==> src/rtl/tristate_bus_pkg.sv <==
// tristate_bus_pkg: FSM state type and counter widths shared by tristate_bus_arbiter.
// Widths are sized for the largest legal BURST_MAX and TURN.
package tristate_bus_pkg;
    typedef enum logic [1:0] {S_IDLE, S_DRIVE, S_TURN} state_e;
    localparam int BURST_LIMIT = 255;
    localparam int TURN_LIMIT  = 7;
    localparam int CNT_W  = $clog2(BURST_LIMIT + 1);
    localparam int TCNT_W = $clog2(TURN_LIMIT + 1);
endpackage

==> src/rtl/rr_arbiter.sv <==
// rr_arbiter: combinational round-robin pick of the first asserted request at or above ptr_i, wrapping.
module rr_arbiter #(
    parameter int N = 4
) (
    input  logic [N-1:0]         req_i,
    input  logic [$clog2(N)-1:0] ptr_i,
    output logic [N-1:0]         gnt_o,
    output logic [$clog2(N)-1:0] idx_o
);
    localparam int IW = $clog2(N);
    logic [IW-1:0] j;
    logic          found;
    always_comb begin
        idx_o = '0;
        found = 1'b0;
        j     = '0;
        for (int k = 0; k < N; k++) begin
            j = IW'((int'(ptr_i) + k) % N);
            if (!found && req_i[j]) begin
                found = 1'b1;
                idx_o = j;
            end
        end
        gnt_o = found ? N'(1) << idx_o : '0;
    end
endmodule

==> src/rtl/tristate_bus_arbiter.sv <==
// tristate_bus_arbiter: round-robin owner control for tristate buffers with registered enables/data and enforced turnaround.
// Define TRISTATE_PARK_EN to leave the last owner parked on the bus while idle.
module tristate_bus_arbiter
    import tristate_bus_pkg::*;
#(
    parameter int N         = 4,
    parameter int W         = 8,
    parameter int BURST_MAX = 4,
    parameter int TURN      = 1
) (
    input  logic           clk,
    input  logic           rst_n,
    input  logic [N-1:0]   req,
    input  logic [N*W-1:0] din,
    output logic [N-1:0]   drv_en,
    output logic [N*W-1:0] drv_data,
    output logic [N-1:0]   ack,
    output logic           busy
);
    localparam int IW = $clog2(N);
`ifdef TRISTATE_PARK_EN
    localparam bit PARK = 1'b1;
`else
    localparam bit PARK = 1'b0;
`endif
    state_e            state_q, state_d;
    logic [IW-1:0]     owner_q, owner_d, ptr_q, ptr_d, win_idx;
    logic [CNT_W-1:0]  cnt_q, cnt_d;
    logic [TCNT_W-1:0] tcnt_q, tcnt_d;
    logic [N-1:0]      en_q, en_d, ack_q, ack_d, win_gnt;
    logic [N*W-1:0]    data_q, data_d;
    logic              busy_q;

    rr_arbiter #(.N(N)) u_rr (.req_i(req), .ptr_i(ptr_q), .gnt_o(win_gnt), .idx_o(win_idx));

    always_comb begin
        state_d = state_q;
        owner_d = owner_q;
        ptr_d   = ptr_q;
        cnt_d   = cnt_q;
        tcnt_d  = tcnt_q;
        en_d    = en_q;
        data_d  = data_q;
        ack_d   = '0;
        case (state_q)
            S_IDLE: if (|req) begin
                owner_d = win_idx;
                // Only a parked owner reclaiming its own bus may skip the turnaround
                if (!PARK || en_q == '0 || win_idx == owner_q) state_d = S_DRIVE;
                else begin
                    state_d = S_TURN;
                    tcnt_d  = TCNT_W'(TURN - 1);
                    en_d    = '0;
                end
            end
            S_DRIVE: if (req[owner_q] && cnt_q < CNT_W'(BURST_MAX)) begin
                data_d[owner_q*W +: W] = din[owner_q*W +: W];
                en_d  = N'(1) << owner_q;
                ack_d = en_d;
                cnt_d = cnt_q + 1'b1;
            end else begin
                cnt_d   = '0;
                ptr_d   = (owner_q == IW'(N - 1)) ? '0 : owner_q + 1'b1;
                state_d = |req ? S_TURN : S_IDLE;
                tcnt_d  = TCNT_W'(TURN - 1);
                en_d    = (PARK && !(|req)) ? en_q : '0;
            end
            S_TURN: if (tcnt_q != '0) tcnt_d = tcnt_q - 1'b1;
            else if (|req) begin
                // The last quiet edge already carries the new owner's first beat
                state_d = S_DRIVE;
                owner_d = win_idx;
                data_d[win_idx*W +: W] = din[win_idx*W +: W];
                en_d    = win_gnt;
                ack_d   = win_gnt;
                cnt_d   = CNT_W'(1);
            end else state_d = S_IDLE;
            default: state_d = S_IDLE;
        endcase
    end

    always_ff @(posedge clk or negedge rst_n) begin
        if (!rst_n) begin
            state_q <= S_IDLE;
            owner_q <= '0;
            ptr_q   <= '0;
            cnt_q   <= '0;
            tcnt_q  <= '0;
            en_q    <= '0;
            data_q  <= '0;
            ack_q   <= '0;
            busy_q  <= 1'b0;
        end else begin
            state_q <= state_d;
            owner_q <= owner_d;
            ptr_q   <= ptr_d;
            cnt_q   <= cnt_d;
            tcnt_q  <= tcnt_d;
            en_q    <= en_d;
            data_q  <= data_d;
            ack_q   <= ack_d;
            busy_q  <= state_d != S_IDLE;
        end
    end

    assign drv_en   = en_q;
    assign drv_data = data_q;
    assign ack      = ack_q;
    assign busy     = busy_q;
endmodule
==> config.mk <==
export PLATFORM = sky130hd
export DESIGN_NAME = tristate_bus_arbiter
export DESIGN_NICKNAME = d
export VERILOG_FILES = /design/src/rtl/tristate_bus_pkg.sv /design/src/rtl/rr_arbiter.sv /design/src/rtl/tristate_bus_arbiter.sv
export SDC_FILE = /design/constraint.sdc
export NUM_CORES = 1
export LEC_CHECK = 0
export ABC_AREA = 1
export CORE_MARGIN = 1
export CORE_UTILIZATION = 40
export DETAILED_ROUTE_END_ITERATION = 7
export DONT_BUFFER_PORTS = 1
export GPL_ROUTABILITY_DRIVEN = 0
export PLACE_DENSITY = 0.51
export SLEW_MARGIN = 25
export SYNTH_ARGS = -nofsm -noshare
export SYNTH_HDL_FRONTEND = slang
export SYNTH_SLANG_ARGS = --single-unit
==> constraint.sdc <==
create_clock -name clk -period 3.05 [get_ports clk]
set_clock_uncertainty 0.2 [all_clocks]
set_input_delay 0.305 -clock clk [delete_from_list [all_inputs] [get_ports clk]]
set_output_delay 0.305 -clock clk [all_outputs]
set_load 0.005 [all_outputs]
==> flow_metrics.py, run 1 <==
metrics = {
    "hold_path": {
        "hold_end": "drv_data[21]$_DFFE_PN0P_",
        "min_path_cells": 4,
        "hp-start": "din[21]",
        "hold_path.class": "in -> reg",
    },
    "global_routing": {
        "grt_pass1_vias": 4055,
        "grt-ovfl-total": 0,
        "grt_pass1_wl_um": 21700,
        "antenna_found_initial": 0,
        "grt_max_degree": 59,
        "grt.total_usage": 0.253,
    },
    "sta": {
        "slew_headroom": 0.557,
        "finalCritPeriodShare": 0.916,
        "min_period_ns": 2.79,
        "hold_slack_ns": 0.0140,
        "rsz0062_at_grt": "no",
        "hold_viol_final": 0,
        "tns_ns": 0,
        "slew_violations": 0,
        "timing.fmax_ghz": 0.358,
        "worstMarginPinSlew_ns": 0.662,
        "finalSetupViolCount": 0,
    },
    "synthesis": {
        "synth_cells": 637,
        "ys.flop_type": "dfrtp_1",
        "synthTopCellsByArea": "dfrtp_1 34%, nand2_1 14%, nor2_1 8.0%, nand4_1 6.3%, a21oi_1 5.9%",
        "synth_warnings": 0,
        "synth_seq_cells": 58,
        "synth_compound_area_frac": 0.112,
        "ys_seq_area_frac": 0.340,
        "synth_area_leader_cell": "dfrtp_1",
        "syn_avg_cell_area_um2": 6.71,
        "ys_types": 36,
        "yosys-mux-area-fraction": 0,
        "synth_area_um2": 4270,
        "synthAdderAreaFrac": 0.0322,
        "synth_edf_count": 0,
        "async_flop_share": 1.00,
        "synth_top_family_by_area": "simple AND/OR/NAND/NOR gates",
        "syn_nets": 686,
        "yosys.area.top_type_share": 0.340,
        "yosys.area_share.xor_xnor": 0.00410,
        "synth-simple-area-share": 0.414,
    },
    "power_and_ir_drop": {
        "p_leak_uw": 0.00235,
        "p_total_uw": 5740,
        "switching_share": 0.533,
        "p_sw_uw": 3060,
        "internal-power_uw": 2680,
        "power.density_nw_per_um2": 1210,
        "pwr-share-seq": 0.227,
        "clkPwrFrac": 0.160,
        "p_comb_frac": 0.613,
        "vdd_drop_max_mv": 0.405,
    },
    "detailed_routing": {
        "viasPerCell": 5.45,
        "wire_per_inst_um": 17.3,
        "drcViolationCount": 0,
        "vias": 4272,
        "finalWirelength_um": 13600,
        "initialDrtViolationCount": 366,
        "firstDrtPassIters": 5,
        "postRouteAntennaNets": 0,
    },
    "die": {
        "die_area_um2": 11100,
        "fp-row-count": 37,
        "start_util": 0.414,
        "ioPinCount": 79,
        "die_h_um": 105,
        "die_x_um": 105,
        "core_area_um2": 10300,
    },
    "placement": {
        "portBuffers": 0,
        "placed_cell_area_um2": 4440,
        "hpwl_um": 10100,
    },
    "cts": {
        "numCtsBuffers": 9,
        "root_buffer": "clkbuf_8",
        "clock_path_buffers": 2,
        "clk-insertion-delay-late_ns": 0.35,
        "postCtsSetupRepairBufs": 0,
        "h-tree-depth": 3,
        "clkTransAtPathRegs_ns": 0.07,
        "cts_sinks": 58,
        "cts_tree": "built",
    },
    "status": {
        "outcome": "finished clean",
    },
    "layout": {
        "drive_gt1_frac": 0.117,
        "syn2layout_area_growth_pct": 10.8,
        "nets": 692,
        "design_area_um2": 4730,
        "antenna_cells": 0,
    },
    "worst_setup_path": {
        "crit_path_max_fanout": 17,
        "regToRegSetupSlack_ns": 0.26,
        "critPathKind": "reg -> reg",
        "timing.rr.start": "ptr_q[0]$_DFFE_PN0P_",
        "rr_worst_depth": 15,
        "worstPathRequired_ns": 3.08,
        "reg2reg_to": "drv_data[26]$_DFFE_PN0P_",
        "cp-start-kind": "flop",
        "end_kind": "flop",
        "crit_arrival_ns": 2.82,
    },
    "run": {
        "cap_violations": 0,
    },
}
## power groups by stage
stage          Combinational (uW)  Clock, uW  Sequential [uW]
2_1_floorplan                2600          0             1260
3_3_place_gp                 3390          0             1320
3_5_place_dp                 3400          0             1320
4_1_cts                      3440        941             1310
5_1_grt                      3900        967             1350
6_report                     3510        918             1300
## cell families after synthesis
logic type,Yosys count
buf+inv,100
compound gates,87
flops,58
xor+xnor,2
fa+ha+maj,11
simple gates,379
## metal layers
metal  share of wire  GRT usage  wire length, um  vias up
met4           0.016     0.0775              221        0
met2            0.41      0.367             5580      204
met1            0.48      0.375             6570     1947
met5               0          0                0        -
li1                -          -                -     2101
met3           0.090     0.0519             1230       20
## registers in the layout, indices dropped and copies added, names as in the netlist
register / count
ack: 4
busy: 1
cnt_q: 8
drv_data: 32
drv_en: 4
owner_q: 2
ptr_q: 2
state_q: 2
tcnt_q: 3
## area by class of cell
class	instances	area, um^2
fill	1070	5590
multi-input combinational	480	2410
sequential	58	1450
inverter	74	278
timing repair buffer	20	173
tap	136	170
clock buffer	11	151
clock inverter	5	100
## synthesized netlist by cell type, types with 3 or more instances
library cell / number
nand2_1: 159
nor2_1: 91
inv_1: 63
dfrtp_1: 58
a21oi_1: 50
nand3_1: 46
nand4_1: 43
o21ai_0: 26
ha_1: 11
nand2_2: 11
clkbuf_1: 10
nor3_1: 10
buf_2: 9
inv_2: 9
a31oi_1: 4
nand3_4: 4
nor2_2: 4
buf_6: 3
nand2_4: 3
## repair_timing
action | 4_1_cts | 5_1_grt
endpoints found under the setup margin | 0 | 8
hold endpoints to repair | 58 | 0
gates resized for setup | 0 | 0
hold buffers | 2 | 0
## critical path: stages, from the launching register on
cell and delay (ns):
dfrtp_1 0.39, buf_4 0.19, nand2_2 0.08, nand2_2 0.09, nand2_2 0.07, nand2_2 0.07
nand2_2 0.10, nand2_2 0.07, nand2_4 0.22, nand3_4 0.22, nor2_2 0.18, nand2_1 0.13
nand2_2 0.28, nand3_1 0.11, nor2_1 0.19, nor2_1 0.07
## cell usage in the layout, fill, tap and decap left out, types with 2 or more instances in the layout
cell | netlist | routed
nor2_4 | 2 | 2
clkinv_2 | 0 | 2
nor2_2 | 4 | 5
clkinv_1 | 2 | 2
clkbuf_8 | 0 | 11
nand2_1 | 159 | 159
nor3_1 | 10 | 10
a21oi_1 | 50 | 50
bufinv_16 | 0 | 3
xor2_1 | 2 | 2
nand3_1 | 46 | 46
a31oi_1 | 4 | 4
inv_2 | 9 | 9
nand3_4 | 4 | 4
nand2_2 | 11 | 11
dfrtp_1 | 58 | 58
o21ai_0 | 26 | 26
inv_1 | 63 | 63
nor2_1 | 91 | 91
buf_4 | 2 | 18
nand2_4 | 3 | 3
ha_1 | 11 | 11
nand4_1 | 43 | 43
a21oi_4 | 2 | 2
## stage by stage
| step | instances | utilization | worst slack, ns |
|---|---|---|---|
| 3_5_place_dp | 765 | 0.430 | 0.194 |
| 3_3_place_gp | 765 | 0.430 | 0.216 |
| 2_1_floorplan | 637 | - | 0.597 |
| 6_report | 784 | 0.459 | 0.256 |
| 5_1_grt | 784 | 0.459 | 0.0699 |
| 4_1_cts | 783 | 0.458 | 0.171 |
## worst max-delay path by stage
stage | start | endpoint | slack [ns] | depth (start not counted)
global placement | state_q[0]$_DFF_PN0_ | drv_data[10]$_DFFE_PN0P_ | 0.22 | 11
CTS | state_q[0]$_DFF_PN0_ | drv_data[13]$_DFFE_PN0P_ | 0.17 | 11
detailed placement | state_q[0]$_DFF_PN0_ | drv_data[15]$_DFFE_PN0P_ | 0.19 | 11
floorplan | owner_q[1]$_DFFE_PN0P_ | drv_data[16]$_DFFE_PN0P_ | 0.60 | 9
finish | ptr_q[0]$_DFFE_PN0P_ | drv_data[26]$_DFFE_PN0P_ | 0.26 | 15
global route | ptr_q[0]$_DFFE_PN0P_ | drv_data[20]$_DFFE_PN0P_ | 0.07 | 15
Note: power is estimated with default switching activity, not from simulation.
==> run 2, diff against run 1 <==
Settings changed: PLACE_DENSITY 0.51 to 0.52.
==> flow_metrics.py, run 2 (synthesis results as in run 1) <==
metrics = {
    "placement": {
        "hpwl_um": 10100,
        "portBuffers": 0,
        "dpl.cell_count": 762,
    },
    "sta": {
        "min_period_ns": 2.65,
        "worstMarginPinSlew_ns": 0.529,
        "timing.fmax_ghz": 0.377,
        "finalCritPeriodShare": 0.870,
        "slew_headroom": 0.646,
        "finalSetupViolCount": 0,
        "rsz0062_at_grt": "no",
        "slew_violations": 0,
        "hold_viol_final": 0,
        "hold_slack_ns": 0.0164,
        "tns_ns": 0,
    },
    "worst_setup_path": {
        "cpPeakStageDelay_ns": 0.38,
        "regToRegSetupSlack_ns": 0.40,
        "crit_arrival_ns": 2.69,
        "timing.critical_path.from": "ptr_q[0]$_DFFE_PN0P_",
        "cp.depth": 15,
        "rr_worst_depth": 15,
        "path_cells": "inv_2, nand2_1, nand3_1, nand2_1, nand2_2, nand3_4, nand3_4, buf_4, nand2_1, nand2_1, nand2_1, nand3_1, nand2_1, nand2_1, nand2_1",
        "critPathBufInv": 2,
        "critPathTopFamily": "simple AND/OR/NAND/NOR gates",
        "path_common_cell": "nand2_1",
        "worstPathRequired_ns": 3.08,
        "slowest_stage": "dfrtp_1",
        "end_kind": "flop",
        "crit_path_max_fanout": 21,
        "reg2reg_to": "drv_data[9]$_DFFE_PN0P_",
        "critPathKind": "reg -> reg",
        "cp-start-kind": "flop",
        "timing.rr.start": "ptr_q[0]$_DFFE_PN0P_",
        "cp-endpoint": "drv_data[9]$_DFFE_PN0P_",
    },
    "global_routing": {
        "grt_pass1_vias": 4149,
        "grt-ovfl-total": 0,
        "grt_max_degree": 59,
        "grt.total_usage": 0.252,
        "antenna_found_initial": 0,
        "grt_pass1_wl_um": 21800,
    },
    "cts": {
        "numCtsBuffers": 9,
        "cts_sinks": 58,
        "h-tree-depth": 3,
        "clock_path_buffers": 2,
        "root_buffer": "clkbuf_8",
        "cts_tree": "built",
        "clkTransAtPathRegs_ns": 0.06,
        "clk-insertion-delay-late_ns": 0.34,
        "postCtsSetupRepairBufs": 0,
        "cts_resized": 0,
    },
    "detailed_routing": {
        "postRouteAntennaNets": 0,
        "viasPerCell": 5.40,
        "vias": 4193,
        "drcViolationCount": 0,
        "initialDrtViolationCount": 276,
        "wire_per_inst_um": 16.8,
        "finalWirelength_um": 13000,
        "firstDrtPassIters": 5,
    },
    "layout": {
        "syn2layout_area_growth_pct": 7.96,
        "mostFrequentLayoutCells": "159 x nand2_1, 91 x nor2_1, 63 x inv_1, 58 x dfrtp_1, 50 x a21oi_1",
        "layout_commonest_cell": "nand2_1",
        "fin_cells": 777,
        "antenna_cells": 0,
        "drive_gt1_frac": 0.105,
        "nets": 688,
        "nFillCells": 1106,
        "largest_reg_flops": 32,
    },
    "power_and_ir_drop": {
        "p_leak_uw": 0.00229,
        "power.density_nw_per_um2": 1150,
        "vdd_drop_max_mv": 0.424,
    },
    "status": {
        "outcome": "finished clean",
    },
    "run": {
        "cap_violations": 0,
    },
    "hold_path": {
        "hold_path.class": "in -> reg",
    },
    "die": {
        "die_x_um": 105,
        "die_h_um": 105,
        "die_area_um2": 11100,
        "ioPinCount": 79,
        "fp-row-count": 37,
        "core_area_um2": 10300,
        "start_util": 0.414,
    },
}
## run 2: worst min path at each step
stage / startpoint / to / slack (ns) / depth (start not counted)
2_1_floorplan: rst_n / ack[0]$_DFF_PN0_ / -0.19 / 0
3_3_place_gp: rst_n / cnt_q[7]$_DFFE_PN0P_ / -0.19 / 0
3_5_place_dp: rst_n / cnt_q[5]$_DFFE_PN0P_ / -0.19 / 0
4_1_cts: din[21] / drv_data[21]$_DFFE_PN0P_ / 0.002 / 4
5_1_grt: din[18] / drv_data[18]$_DFFE_PN0P_ / 0.04 / 4
6_report: din[21] / drv_data[21]$_DFFE_PN0P_ / 0.02 / 4
## run 2: layer usage
metal,vias to the layer above,share of wire,GRT usage
met2,164,0.42,0.361
met3,21,0.082,0.0686
li1,2086,-,-
met1,1922,0.48,0.364
met4,0,0.019,0.0785
met5,-,0,0
## run 2: cell type report
class                      instances  area [um^2]  area share
sequential                        58         1450       0.315
multi-input combinational        479         2400       0.521
timing repair buffer              17          150      0.0325
inverter                          74          278      0.0602
tap                              136          170      0.0369
clock buffer                      13          159      0.0344
## run 2: per-stage QoR
step                      area (um^2)  utilization  total power [uW]  setup slack [ns]
after floorplan                  4270            -              3860             0.597
after global placement           4420        0.428              4640             0.489
after detailed placement         4420        0.428              4660             0.409
after CTS                        4610        0.447              5320             0.409
after global routing             4610        0.447              5830             0.107
final                            4610        0.447              5320             0.395
## run 2: power by group
group	switching (uW)	internal [uW]	total, uW	leakage [uW]
combinational	2400	992	3390	0.00147
clock	287	326	614	0.0000815
sequential	238	1080	1320	0.000737
## run 2: tightest hold or removal path: stages
cell,delay (ns)
nand4_1,0.06
nor2_1,0.04
nor2_1,0.08
nor2_1,0.04
## run 2: what timing repair did
item,4_1_cts,5_1_grt
setup endpoints to repair,0,0
hold endpoints to repair,58,0
hold buffers,2,0
